$ cat src/rtl/gnr_node_n.sv
// Multi-copy state node: each copy loads apc on every eff-th start strobe,
// flags value changes and keeps a saturating count of applied updates.
module gnr_node_n #(
  parameter int unsigned WIDTH    = 1,
  parameter int unsigned NCOPY    = 2,
  parameter int unsigned STRIDE_W = 4
) (
  input  logic                      clk,
  input  logic                      rst,
  input  logic                      reset_nos,
  input  logic [WIDTH-1:0]          init_state,
  input  logic [NCOPY-1:0]          start,
  input  logic [NCOPY*STRIDE_W-1:0] stride,
  input  logic [NCOPY*WIDTH-1:0]    apc,
  output logic [NCOPY*WIDTH-1:0]    s,
  output logic [NCOPY*WIDTH-1:0]    icos,
  output logic [NCOPY-1:0]          changed,
  output logic [NCOPY*16-1:0]       upd_cnt
);

  localparam int unsigned CNT_W = 16;

  logic [NCOPY*WIDTH-1:0]    s_q, s_d;
  logic [NCOPY*STRIDE_W-1:0] skip_q, skip_d;
  logic [NCOPY-1:0]          chg_q, chg_d;
  logic [NCOPY*CNT_W-1:0]    cnt_q, cnt_d;

  // Per-copy next state; reset_nos outranks start, stride is sampled only on an applied update.
  always_comb begin
    s_d    = s_q;
    skip_d = skip_q;
    chg_d  = '0;
    cnt_d  = cnt_q;
    if (reset_nos) begin
      for (int k = 0; k < int'(NCOPY); k++) begin
        s_d[k*WIDTH +: WIDTH] = init_state;
      end
      skip_d = '0;
      cnt_d  = '0;
    end else begin
      for (int k = 0; k < int'(NCOPY); k++) begin
        if (start[k]) begin
          if (skip_q[k*STRIDE_W +: STRIDE_W] == '0) begin
            s_d[k*WIDTH +: WIDTH] = apc[k*WIDTH +: WIDTH];
            chg_d[k] = (apc[k*WIDTH +: WIDTH] != s_q[k*WIDTH +: WIDTH]);
            // A zero stride behaves as one, so the reload value is max(stride,1)-1.
            if (stride[k*STRIDE_W +: STRIDE_W] == '0) begin
              skip_d[k*STRIDE_W +: STRIDE_W] = '0;
            end else begin
              skip_d[k*STRIDE_W +: STRIDE_W] =
                stride[k*STRIDE_W +: STRIDE_W] - STRIDE_W'(1);
            end
            if (cnt_q[k*CNT_W +: CNT_W] != {CNT_W{1'b1}}) begin
              cnt_d[k*CNT_W +: CNT_W] = cnt_q[k*CNT_W +: CNT_W] + CNT_W'(1);
            end
          end else begin
            skip_d[k*STRIDE_W +: STRIDE_W] =
              skip_q[k*STRIDE_W +: STRIDE_W] - STRIDE_W'(1);
          end
        end
      end
    end
  end

  always_ff @(posedge clk) begin
    if (rst) begin
      s_q    <= '0;
      skip_q <= '0;
      chg_q  <= '0;
      cnt_q  <= '0;
    end else begin
      s_q    <= s_d;
      skip_q <= skip_d;
      chg_q  <= chg_d;
      cnt_q  <= cnt_d;
    end
  end

  assign s       = s_q;
  assign icos    = s_q;
  assign changed = chg_q;
  assign upd_cnt = cnt_q;

endmodule

$ cat config.mk
export PLATFORM = sky130hd
export DESIGN_NAME = gnr_node_n
export DESIGN_NICKNAME = d
export VERILOG_FILES = /design/src/rtl/gnr_node_n.sv
export SDC_FILE = /design/constraint.sdc
export NUM_CORES = 1
export LEC_CHECK = 0
export BUFFER_PORTS_ARGS = -buffer_cell sky130_fd_sc_hd__buf_2
export CAP_MARGIN = 25
export CORE_MARGIN = 2
export CORE_UTILIZATION = 55
export CTS_CLUSTER_DIAMETER = 80
export CTS_CLUSTER_SIZE = 25
export DETAILED_ROUTE_END_ITERATION = 10
export PLACE_DENSITY = 0.9
export SYNTH_ARGS = -nofsm -noshare
export SYNTH_HDL_FRONTEND = slang
export SYNTH_SLANG_ARGS = --single-unit
$ cat constraint.sdc
create_clock -name clk -period 4.04 [get_ports clk]
set_input_delay 0.808 -clock clk [delete_from_list [all_inputs] [get_ports clk]]
set_output_delay 0.808 -clock clk [all_outputs]
set_load 0.005 [all_outputs]
* After elaboration in Yosys (flattened, before gate mapping)
Cells that the tools add are included.
Storage, ports and cells: flip-flop bits (word level) 44, output and inout port bits 38, logic and storage cells 46
Cells by class: $add $sub $neg 6, eq/ne operators 4, multiplexer cells 9, bitwise logic cells 4, reduce and logical (&&, ||, !) cells 15
Operator list (number):
- 16-bit by 1-bit adder with 16-bit output, second input constant | 2
- 16-bit inequality test, second input constant | 2
- 4-bit logical NOT | 4
- 4-bit 2-to-1 mux | 4
- 4-bit by 1-bit subtractor with 4-bit output, second input constant | 4
- 2-bit nonzero test | 4
- 4-bit OR reduction | 2
- 3-bit AND reduction | 2
- 1-bit 2-to-1 mux | 4
- 1-bit inverter | 4
- 2-bit AND reduction | 2
- 2-bit 2-to-1 mux | 1
- 1-bit inequality test | 2
- 2-bit OR reduction | 1

* Logic depth before layout (Yosys ltp)
Gate-level depths: netlist of the first run.
depth after elaboration 4, depth in mapped cells 8

* Least setup slack after synthesis of the first run
Ideal clock, no wire load.
kind input to register, start input port start[1], end register cnt_q[30] (netlist: upd_cnt[30]), setup time 0.070 ns, arrival 2.305 ns, data required time 3.970 ns, path slack 1.664 ns, cell stages on the path 6, path buffers 2, path through buf_4 > nand4bb_1 > buf_2 > or4_4 > or4_1 > a21oi_1
On the way: cells in the longest elaborated chain, start to end 1
Ends and longest elaborated chain:
- from (decl) | RTL line 12 | input logic [NCOPY-1:0] start,
- 3-bit AND reduction (no source line)
- to (signal assigned) | RTL line 75 | cnt_q <= cnt_d;
- to (decl) | RTL line 26 | logic [NCOPY*CNT_W-1:0] cnt_q, cnt_d;
No other way between the ends. A chain may end at the register's enable or synchronous reset.

* Worst setup path after layout of the first run
start register skip_q[4], end register cnt_q[31] (netlist: upd_cnt[31])
On the way: cells in the longest elaborated chain, start to end 2
Ends and longest elaborated chain:
- from (decl) | RTL line 24 | logic [NCOPY*STRIDE_W-1:0] skip_q, skip_d;
- from (signal assigned) | RTL line 73 | skip_q <= skip_d;
- 4-bit logical NOT | RTL line 43 | if (skip_q[k*STRIDE_W +: STRIDE_W] == '0) begin
- 3-bit AND reduction (no source line)
No other way between the ends.

==> results.cfg, run 1 <==
[global_routing]
antenna_found_initial = 0
grt.total_usage = 0.237
first_global_vias = 2137
grt_pass1_wl_microns = 9470
grt_max_degree = 37
gr-total-overflow = 0

[critical_path]
crit_chain = inv_1 -> ha_1 -> nand4bb_1 -> or4_1 -> or4_1 -> a21oi_1
critical_path_class = reg2reg
cp_slowest_cell = or4_1
cp_num_buf_inv = 1
cp_top_family = simple AND/OR/NAND/NOR gates
reg2reg_from = skip_q[4]$_SDFFE_PP0P_
required_ns = 4.26
cp-start-kind = register
worstPathArrival_ns = 2.72
timing.rr.end = upd_cnt[31]$_SDFFE_PP0P_
r2r_slack_ns = 1.55
r2r_cells = 6
critPathMaxFanout = 11
end_kind = register
crit_path_max_incr_delay_ns = 0.74
crit_top_cell = or4_1

[yosys]
synth_flop_cell = dfxtp_1
synth-warning-count = 0
yosys.area.top_type = dfxtp_1
syn_area_per_cell_sq_um = 8.06
synth_cell_types = 47
syn-cell-area_sq_um = 2360
synth.top_cells.by_count = dfxtp_1, a21oi_1, nand2_1
ys_seq_area_frac = 0.373
synth_area_leaders = dfxtp_1, a21oi_1, nand2_1, or4_1, o21ai_0
synthArstFlopShare = 0
synth_top_area_frac = 0.373
synth_edf_count = 0
syn_nets = 313
syn_inst = 293
synth_seq_cells = 44
yosysMostFrequentCell = dfxtp_1

[timing]
final-hold-violation-count = 0
maxSlewViolCount = 0
worst_pin_slew_ns = 0.879
period_share = 0.617
max_freq_mhz = 401
setup_violations = 0
skew_ns = 0.00710
tns_ns = 0
fin_ws_ns = 1.55
hold_ws_ns = 0.492
min_period_ns = 2.49
rsz0062_at_grt = false
slew_headroom = 0.408

[detailed_routing]
finalWirelength_microns = 5490
drc_errors = 0
ant_nets = 0
post_drt_via_cell_ratio = 6.22
wl_per_cell_microns = 14.1
num_vias = 2412
drt-initial-drc-count = 129
firstDrtPassIters = 4

[placement]
pre_cts_slack_ns = 1.27
dpl.hpwl_microns = 3910
finalWeightedCongestion = 0.811
io_buffers = 53
place_inst = 381

[die]
ioPinCount = 54
fp.dieW_microns = 69.5
die_y_microns = 69.5
rows = 23
coreArea_sq_um = 4060
initial_utilization = 0.582
fp.dieArea_sq_um = 4840

[clocking]
h-tree-depth = 2
insertion_delay_ns = 0.30
clockBufferDepth = 2
cts_post_setup_buffers_inserted = 0
cts.sinks = 44
clk_pin_slew_worst_paths_ns = 0.08
cts_buffers = 5
ctsResizeCount = 0
cts_tree = done
root_buffer = clkbuf_8
cts_hold_buf = 0

[run]
cap_violations = 0

[worst_hold_path]
holdPathStages = 2
hp-start = skip_q[1]$_SDFFE_PP0P_
min_to = skip_q[1]$_SDFFE_PP0P_
min-delay-path-class = reg2reg

[pwr]
p_int_uw = 595
vdd_drop_max_v = 0.000167
clkPwrFrac = 0.330
power_leakage_nw = 1.04
p_switching_uw = 203
power_per_cell_area_nw_per_um2 = 295
power_frac_seq = 0.562
finalPower_uw = 797
swShare = 0.254
comb_power_share = 0.108

[cells_and_area]
diodes = 0
fin_cells = 388
synthToLayoutAreaGrowth_pct = 14.4
num-nets-final = 358
drive_gt1_frac = 0.204

[status]
run_status = complete, no violations
-- cell type report --
| cell class | instances | area, sq um |
|---|---|---|
| Sequential cell | 44 | 881 |
| Inverter | 8 | 30.0 |
| Fill cell | 363 | 1360 |
| Clock buffer | 6 | 72.6 |
| Multi-Input combinational cell | 225 | 1380 |
| Timing Repair Buffer | 54 | 273 |
| Clock inverter | 1 | 5.00 |
| Tap cell | 50 | 62.6 |
-- metrics by stage --
stage / cell area, sq um / util
finish: 2700 / 0.666
global route: 2700 / 0.666
CTS: 2700 / 0.666
detailed placement: 2620 / 0.647
global placement: 2620 / 0.647
floorplan: 2360 / -
-- worst min-delay path: cells and delay by family, from the launching register on --
kind,cells,cell delay [ns]
flops,1,0.32
simple gates,1,0.07
compound gates,1,0.06
-- worst max-delay path by stage --
stage	from	end	cells past startpoint
CTS	skip_q[4]$_SDFFE_PP0P_	upd_cnt[31]$_SDFFE_PP0P_	6
global placement	start[1]	upd_cnt[31]$_SDFFE_PP0P_	5
floorplan	start[1]	upd_cnt[30]$_SDFFE_PP0P_	6
detailed placement	start[1]	upd_cnt[31]$_SDFFE_PP0P_	5
global route	skip_q[4]$_SDFFE_PP0P_	upd_cnt[31]$_SDFFE_PP0P_	6
finish	skip_q[4]$_SDFFE_PP0P_	upd_cnt[31]$_SDFFE_PP0P_	6
-- power by group through the flow --
stage | sequential [mW] | combinational, mW | clock (mW)
2_1_floorplan | 0.457 | 0.0617 | 0
3_3_place_gp | 0.458 | 0.0841 | 0
3_5_place_dp | 0.458 | 0.0858 | 0
4_1_cts | 0.448 | 0.0859 | 0.268
5_1_grt | 0.450 | 0.0981 | 0.287
6_report | 0.448 | 0.0858 | 0.263
-- logic make-up after synthesis --
group                    after synthesis  share of synthesized area
buffers and inverters                 24                     0.0440
adder cells (fa/ha/maj)                4                     0.0212
AND/OR/NAND/NOR                      135                      0.331
AO/OA/AOI/OAI                         81                      0.211
flip-flops                            44                      0.373
multiplexers                           2                    0.00847
XOR/XNOR                               3                     0.0111
-- registers in the layout, summed over array words and instances, names as in the netlist --
| register | cells |
|---|---|
| icos | 2 |
| skip_q | 8 |
| upd_cnt | 32 |
| changed | 2 |
-- layout by cell type, fill, tap and decap left out, types with 3 or more instances in the layout --
| cell type | instances |
|---|---|
| buf_2 | 53 |
| dfxtp_1 | 44 |
| a21oi_1 | 28 |
| nand2_1 | 28 |
| o21ai_0 | 19 |
| nand3_1 | 16 |
| nor2_1 | 15 |
| or3_1 | 14 |
| or4_1 | 13 |
| o31ai_1 | 11 |
| nand4_1 | 9 |
| inv_1 | 8 |
| and4_1 | 8 |
| nor3_1 | 7 |
| nand2b_1 | 5 |
| clkbuf_8 | 5 |
| or2_2 | 4 |
| a31oi_1 | 4 |
| ha_1 | 4 |
| nor4_1 | 3 |
| nor3b_1 | 3 |
| a211oi_1 | 3 |
-- per-layer routing --
metal,vias to the layer above,track usage,routed length (microns)
li1,1212,-,-
met1,1118,0.301,2480
met2,74,0.386,2640
met3,8,0.0625,304
met4,0,0.0893,68
met5,-,0,0
(Power assumes the default switching activity.)
==> run 2: changes to the inputs <==
--- a/config.mk
+++ b/config.mk
@@ -8,11 +8,11 @@
 export BUFFER_PORTS_ARGS = -buffer_cell sky130_fd_sc_hd__buf_2
 export CAP_MARGIN = 25
 export CORE_MARGIN = 2
-export CORE_UTILIZATION = 55
+export CORE_UTILIZATION = 54
 export CTS_CLUSTER_DIAMETER = 80
 export CTS_CLUSTER_SIZE = 25
 export DETAILED_ROUTE_END_ITERATION = 10
-export PLACE_DENSITY = 0.9
+export PLACE_DENSITY = 0.89
 export SYNTH_ARGS = -nofsm -noshare
 export SYNTH_HDL_FRONTEND = slang
 export SYNTH_SLANG_ARGS = --single-unit
==> constraint.sdc (replaced) <==
create_clock -name clk -period 2.4 [get_ports clk]
set_input_delay 0.48 -clock clk [delete_from_list [all_inputs] [get_ports clk]]
set_output_delay 0.48 -clock clk [all_outputs]
set_load 0.005 [all_outputs]
==> results.cfg, run 2 (same netlist as run 1, synthesis figures left out) <==
[cells_and_area]
fillCellCount = 377
multi_input_area_sq_um = 1380
drive_gt1_frac = 0.222
largest_register_ffs = 32
fin_cells = 395
final-seq-area_sq_um = 881
layout_common_cells = buf_2, dfxtp_1, a21oi_1, nand2_1, o21ai_0
num-nets-final = 362
final_common_cell = buf_2
design_area_sq_um = 2790
synthToLayoutAreaGrowth_pct = 18.0
diodes = 0
post-route-util = 0.649

[critical_path]
timing.rr.end = upd_cnt[30]$_SDFFE_PP0P_
r2r_cells = 6
required_ns = 2.63
r2r_slack_ns = 0.19
critical_path_class = reg2reg
end_kind = register
critPathMaxFanout = 6
cp-start-kind = register
worstPathArrival_ns = 2.44
reg2reg_from = skip_q[4]$_SDFFE_PP0P_

[worst_hold_path]
holdPathStages = 3
min_to = icos[1]$_SDFFE_PP0P_
min-delay-path-class = in2reg
hp-start = apc[1]

[timing]
fin_ws_ns = 0.193
final-hold-violation-count = 0
tns_ns = 0
min_period_ns = 2.21
period_share = 0.920
rsz0062_at_grt = false
setup_violations = 0
worst_pin_slew_ns = 0.692
skew_ns = 0.00977
hold_ws_ns = 0.452
maxSlewViolCount = 0
max_freq_mhz = 453
slew_headroom = 0.539

[clocking]
cts_hold_buf = 0
clockBufferDepth = 2
h-tree-depth = 2
root_buffer = clkbuf_8
clk_pin_slew_worst_paths_ns = 0.09
cts_buffers = 5
insertion_delay_ns = 0.30
cts_tree = done
cts.sinks = 44
cts_post_setup_buffers_inserted = 0

[global_routing]
grt_pass1_wl_microns = 9730
grt.total_usage = 0.240
gr-total-overflow = 0
antenna_found_initial = 0
first_global_vias = 2282
grt_max_degree = 37

[pwr]
power_leakage_nw = 1.09
power_frac_seq = 0.491
clkPwrFrac = 0.408
finalPower_mw = 1.54
p_switching_uw = 359
power_per_cell_area_nw_per_um2 = 551
p_int_mw = 1.18
comb_power_share = 0.101
swShare = 0.234
vdd_drop_max_v = 0.000507

[detailed_routing]
ant_nets = 0
drc_errors = 0
wl_per_cell_microns = 14.3
drt-initial-drc-count = 226
num_vias = 2426
firstDrtPassIters = 4
post_drt_via_cell_ratio = 6.14
finalWirelength_microns = 5640

[placement]
io_buffers = 53
placed_area_sq_um = 2660
finalWeightedCongestion = 0.832
pre_cts_slack_ns = 0.165
place_inst = 387
dpl.hpwl_microns = 4020

[die]
rows = 24
coreArea_sq_um = 4290
die_y_microns = 70.1
fp.dieW_microns = 70.1
initial_utilization = 0.550
ioPinCount = 54
fp.dieArea_sq_um = 4920

[status]
run_status = complete, no violations

[run]
cap_violations = 0
## run 2: layout make-up
class                      instances  share of cell area
multi-input combinational        225               0.496
sequential                        44               0.316
timing repair buffer              58               0.109
clock buffer                       7              0.0346
tap                               52              0.0233
clock inverter                     1              0.0108
inverter                           8              0.0108
## run 2: routing by layer
metal	wire (microns)	up-vias	GRT usage
li1	-	1219	-
met1	2520	1125	0.290
met2	2720	70	0.407
met3	293	12	0.0548
met4	98	0	0.105
met5	0	-	0
## run 2: how the worst max path moves through the flow
stage          depth (start not counted)  slack, ns                        to                    from
2_1_floorplan                          6       0.35  upd_cnt[30]$_SDFFE_PP0P_                start[1]
3_3_place_gp                           5       0.24  upd_cnt[27]$_SDFFE_PP0P_                start[1]
3_5_place_dp                           5       0.16  upd_cnt[27]$_SDFFE_PP0P_                start[1]
4_1_cts                                6       0.14  upd_cnt[27]$_SDFFE_PP0P_  skip_q[4]$_SDFFE_PP0P_
5_1_grt                                6       0.04  upd_cnt[31]$_SDFFE_PP0P_  skip_q[4]$_SDFFE_PP0P_
6_report                               6       0.19  upd_cnt[30]$_SDFFE_PP0P_  skip_q[4]$_SDFFE_PP0P_
## run 2: critical path, cell delays in order, from the launching register on
cell and delay (ns):
dfxtp_1 0.33, inv_1 0.07, ha_1 0.25, nand4bb_1 0.26, or4_4 0.59, or4_1 0.47, a21oi_1 0.16
## run 2: power groups by stage
| stage | sequential (mW) | combinational [mW] | clock, mW |
|---|---|---|---|
| floorplan | 0.769 | 0.104 | 0 |
| global placement | 0.771 | 0.149 | 0 |
| detailed placement | 0.771 | 0.153 | 0 |
| CTS | 0.754 | 0.155 | 0.640 |
| global route | 0.757 | 0.174 | 0.669 |
| finish | 0.754 | 0.155 | 0.626 |
## run 2: timing repair
item | in CTS | in global routing
setup endpoints to repair | 0 | 2
resized for setup | 0 | 1
hold endpoints to repair | 0 | 0
==> run 3: changes to the inputs <==
--- a/config.mk
+++ b/config.mk
@@ -7,12 +7,12 @@
 export LEC_CHECK = 0
 export BUFFER_PORTS_ARGS = -buffer_cell sky130_fd_sc_hd__buf_2
 export CAP_MARGIN = 25
-export CORE_MARGIN = 2
 export CORE_UTILIZATION = 54
 export CTS_CLUSTER_DIAMETER = 80
 export CTS_CLUSTER_SIZE = 25
 export DETAILED_ROUTE_END_ITERATION = 10
 export PLACE_DENSITY = 0.89
+export RECOVER_POWER = 100
 export SYNTH_ARGS = -nofsm -noshare
 export SYNTH_HDL_FRONTEND = slang
 export SYNTH_SLANG_ARGS = --single-unit
==> results.cfg, run 3 (same netlist as run 1, synthesis figures left out) <==
[status]
run_status = complete, no violations

[critical_path]
cp_num_buf_inv = 1
reg2reg_from = skip_q[4]$_SDFFE_PP0P_
r2r_slack_ns = 0.22
timing.rr.end = upd_cnt[30]$_SDFFE_PP0P_
crit_chain = inv_1 -> ha_1 -> nand4bb_1 -> or4_1 -> or4_1 -> a21oi_1
worstPathArrival_ns = 2.41
required_ns = 2.63
end_kind = register
cp_top_family = simple AND/OR/NAND/NOR gates
critical_path_class = reg2reg
critPathMaxFanout = 6
r2r_cells = 6
crit_path_max_incr_delay_ns = 0.60
crit_top_cell = or4_1
cp_slowest_cell = or4_1
cp-start-kind = register

[timing]
min_period_ns = 2.18
tns_ns = 0
slew_headroom = 0.486
skew_ns = 0.0106
worst_pin_slew_ns = 0.768
setup_violations = 0
hold_ws_ns = 0.457
maxSlewViolCount = 0
max_freq_mhz = 458
rsz0062_at_grt = false
final-hold-violation-count = 0
period_share = 0.910

[cells_and_area]
layout_common_cells = dfxtp_1, clkbuf_1, a21oi_1, nand2_1, buf_2
fillCellCount = 377
post-route-util = 0.670
diodes = 0
num-nets-final = 363
design_area_sq_um = 2740
largest_register_ffs = 32
drive_gt1_frac = 0.128
synthToLayoutAreaGrowth_pct = 15.9
fin_cells = 394
final_common_cell = dfxtp_1

[pwr]
clkPwrFrac = 0.410
power_per_cell_area_nw_per_um2 = 560
p_switching_uw = 361
power_frac_seq = 0.492
power_leakage_nw = 0.965
swShare = 0.235
p_int_mw = 1.17
vdd_drop_max_v = 0.000394
comb_power_share = 0.098

[global_routing]
grt_pass1_wl_microns = 9290
antenna_found_initial = 0
grt_max_degree = 30
first_global_vias = 2036
grt.total_usage = 0.264
gr-total-overflow = 0

[clocking]
clockBufferDepth = 2
clk_pin_slew_worst_paths_ns = 0.09
ctsResizeCount = 0
h-tree-depth = 2
insertion_delay_ns = 0.30
cts_post_setup_buffers_inserted = 0
cts.sinks = 44
cts_tree = done
root_buffer = clkbuf_8
cts_buffers = 5
cts_hold_buf = 0

[detailed_routing]
drc_errors = 0
num_vias = 2500
wl_per_cell_microns = 14.6
post_drt_via_cell_ratio = 6.35
finalWirelength_microns = 5750
ant_nets = 0
drt-initial-drc-count = 378
firstDrtPassIters = 5

[placement]
dpl.hpwl_microns = 4030
finalWeightedCongestion = 0.901
io_buffers = 53
placed_area_sq_um = 2660
place_inst = 386

[die]
fp.dieW_microns = 68.1
die_y_microns = 68.1
coreArea_sq_um = 4090
ioPinCount = 54
initial_utilization = 0.578
rows = 23
fp.dieArea_sq_um = 4640

[worst_hold_path]
min_to = icos[0]$_SDFFE_PP0P_
min-delay-path-class = in2reg
holdPathStages = 3
hp-start = apc[0]

[run]
cap_violations = 0
[run 3: worst min-delay path, cell delays in order]
cell and delay (ns):
buf_2 0.11, nand2_1 0.05, a31oi_1 0.07
[run 3: final cells by class]
cell class	count	area, sq um	share of cell area
Multi-Input combinational cell	225	1370	0.502
Sequential cell	44	881	0.322
Timing Repair Buffer	59	265	0.0968
Clock buffer	7	96.3	0.0352
Tap cell	50	62.6	0.0228
Clock inverter	1	30.0	0.0110
Inverter	8	30.0	0.0110
[run 3: how the worst max path moves through the flow]
stage	startpoint	end	slack (ns)	cells past startpoint
4_1_cts	skip_q[4]$_SDFFE_PP0P_	upd_cnt[31]$_SDFFE_PP0P_	0.22	6
6_report	skip_q[4]$_SDFFE_PP0P_	upd_cnt[30]$_SDFFE_PP0P_	0.22	6
5_1_grt	skip_q[4]$_SDFFE_PP0P_	upd_cnt[27]$_SDFFE_PP0P_	0.02	6
3_3_place_gp	start[1]	upd_cnt[31]$_SDFFE_PP0P_	0.28	5
3_5_place_dp	start[1]	upd_cnt[31]$_SDFFE_PP0P_	0.21	5
2_1_floorplan	start[1]	upd_cnt[30]$_SDFFE_PP0P_	0.35	6
[run 3: metal layers]
layer | global-route usage | vias to the layer above | part of all wire
li1 | - | 1222 | -
met1 | 0.341 | 1161 | 0.44
met2 | 0.424 | 107 | 0.47
met3 | 0.0617 | 10 | 0.069
met4 | 0.0938 | 0 | 0.015
met5 | 0 | - | 0
[run 3: power groups by stage]
stage | Sequential, mW | Combinational, mW | Clock [mW]
floorplan | 0.769 | 0.104 | 0
global placement | 0.770 | 0.151 | 0
detailed placement | 0.771 | 0.154 | 0
CTS | 0.754 | 0.156 | 0.633
global route | 0.757 | 0.168 | 0.662
finish | 0.755 | 0.150 | 0.628
[run 3: stage by stage]
step	setup slack [ns]	power [mW]
6_report	0.216	1.53
5_1_grt	0.0222	1.59
4_1_cts	0.216	1.54
3_5_place_dp	0.208	0.926
3_3_place_gp	0.276	0.921
2_1_floorplan	0.352	0.873
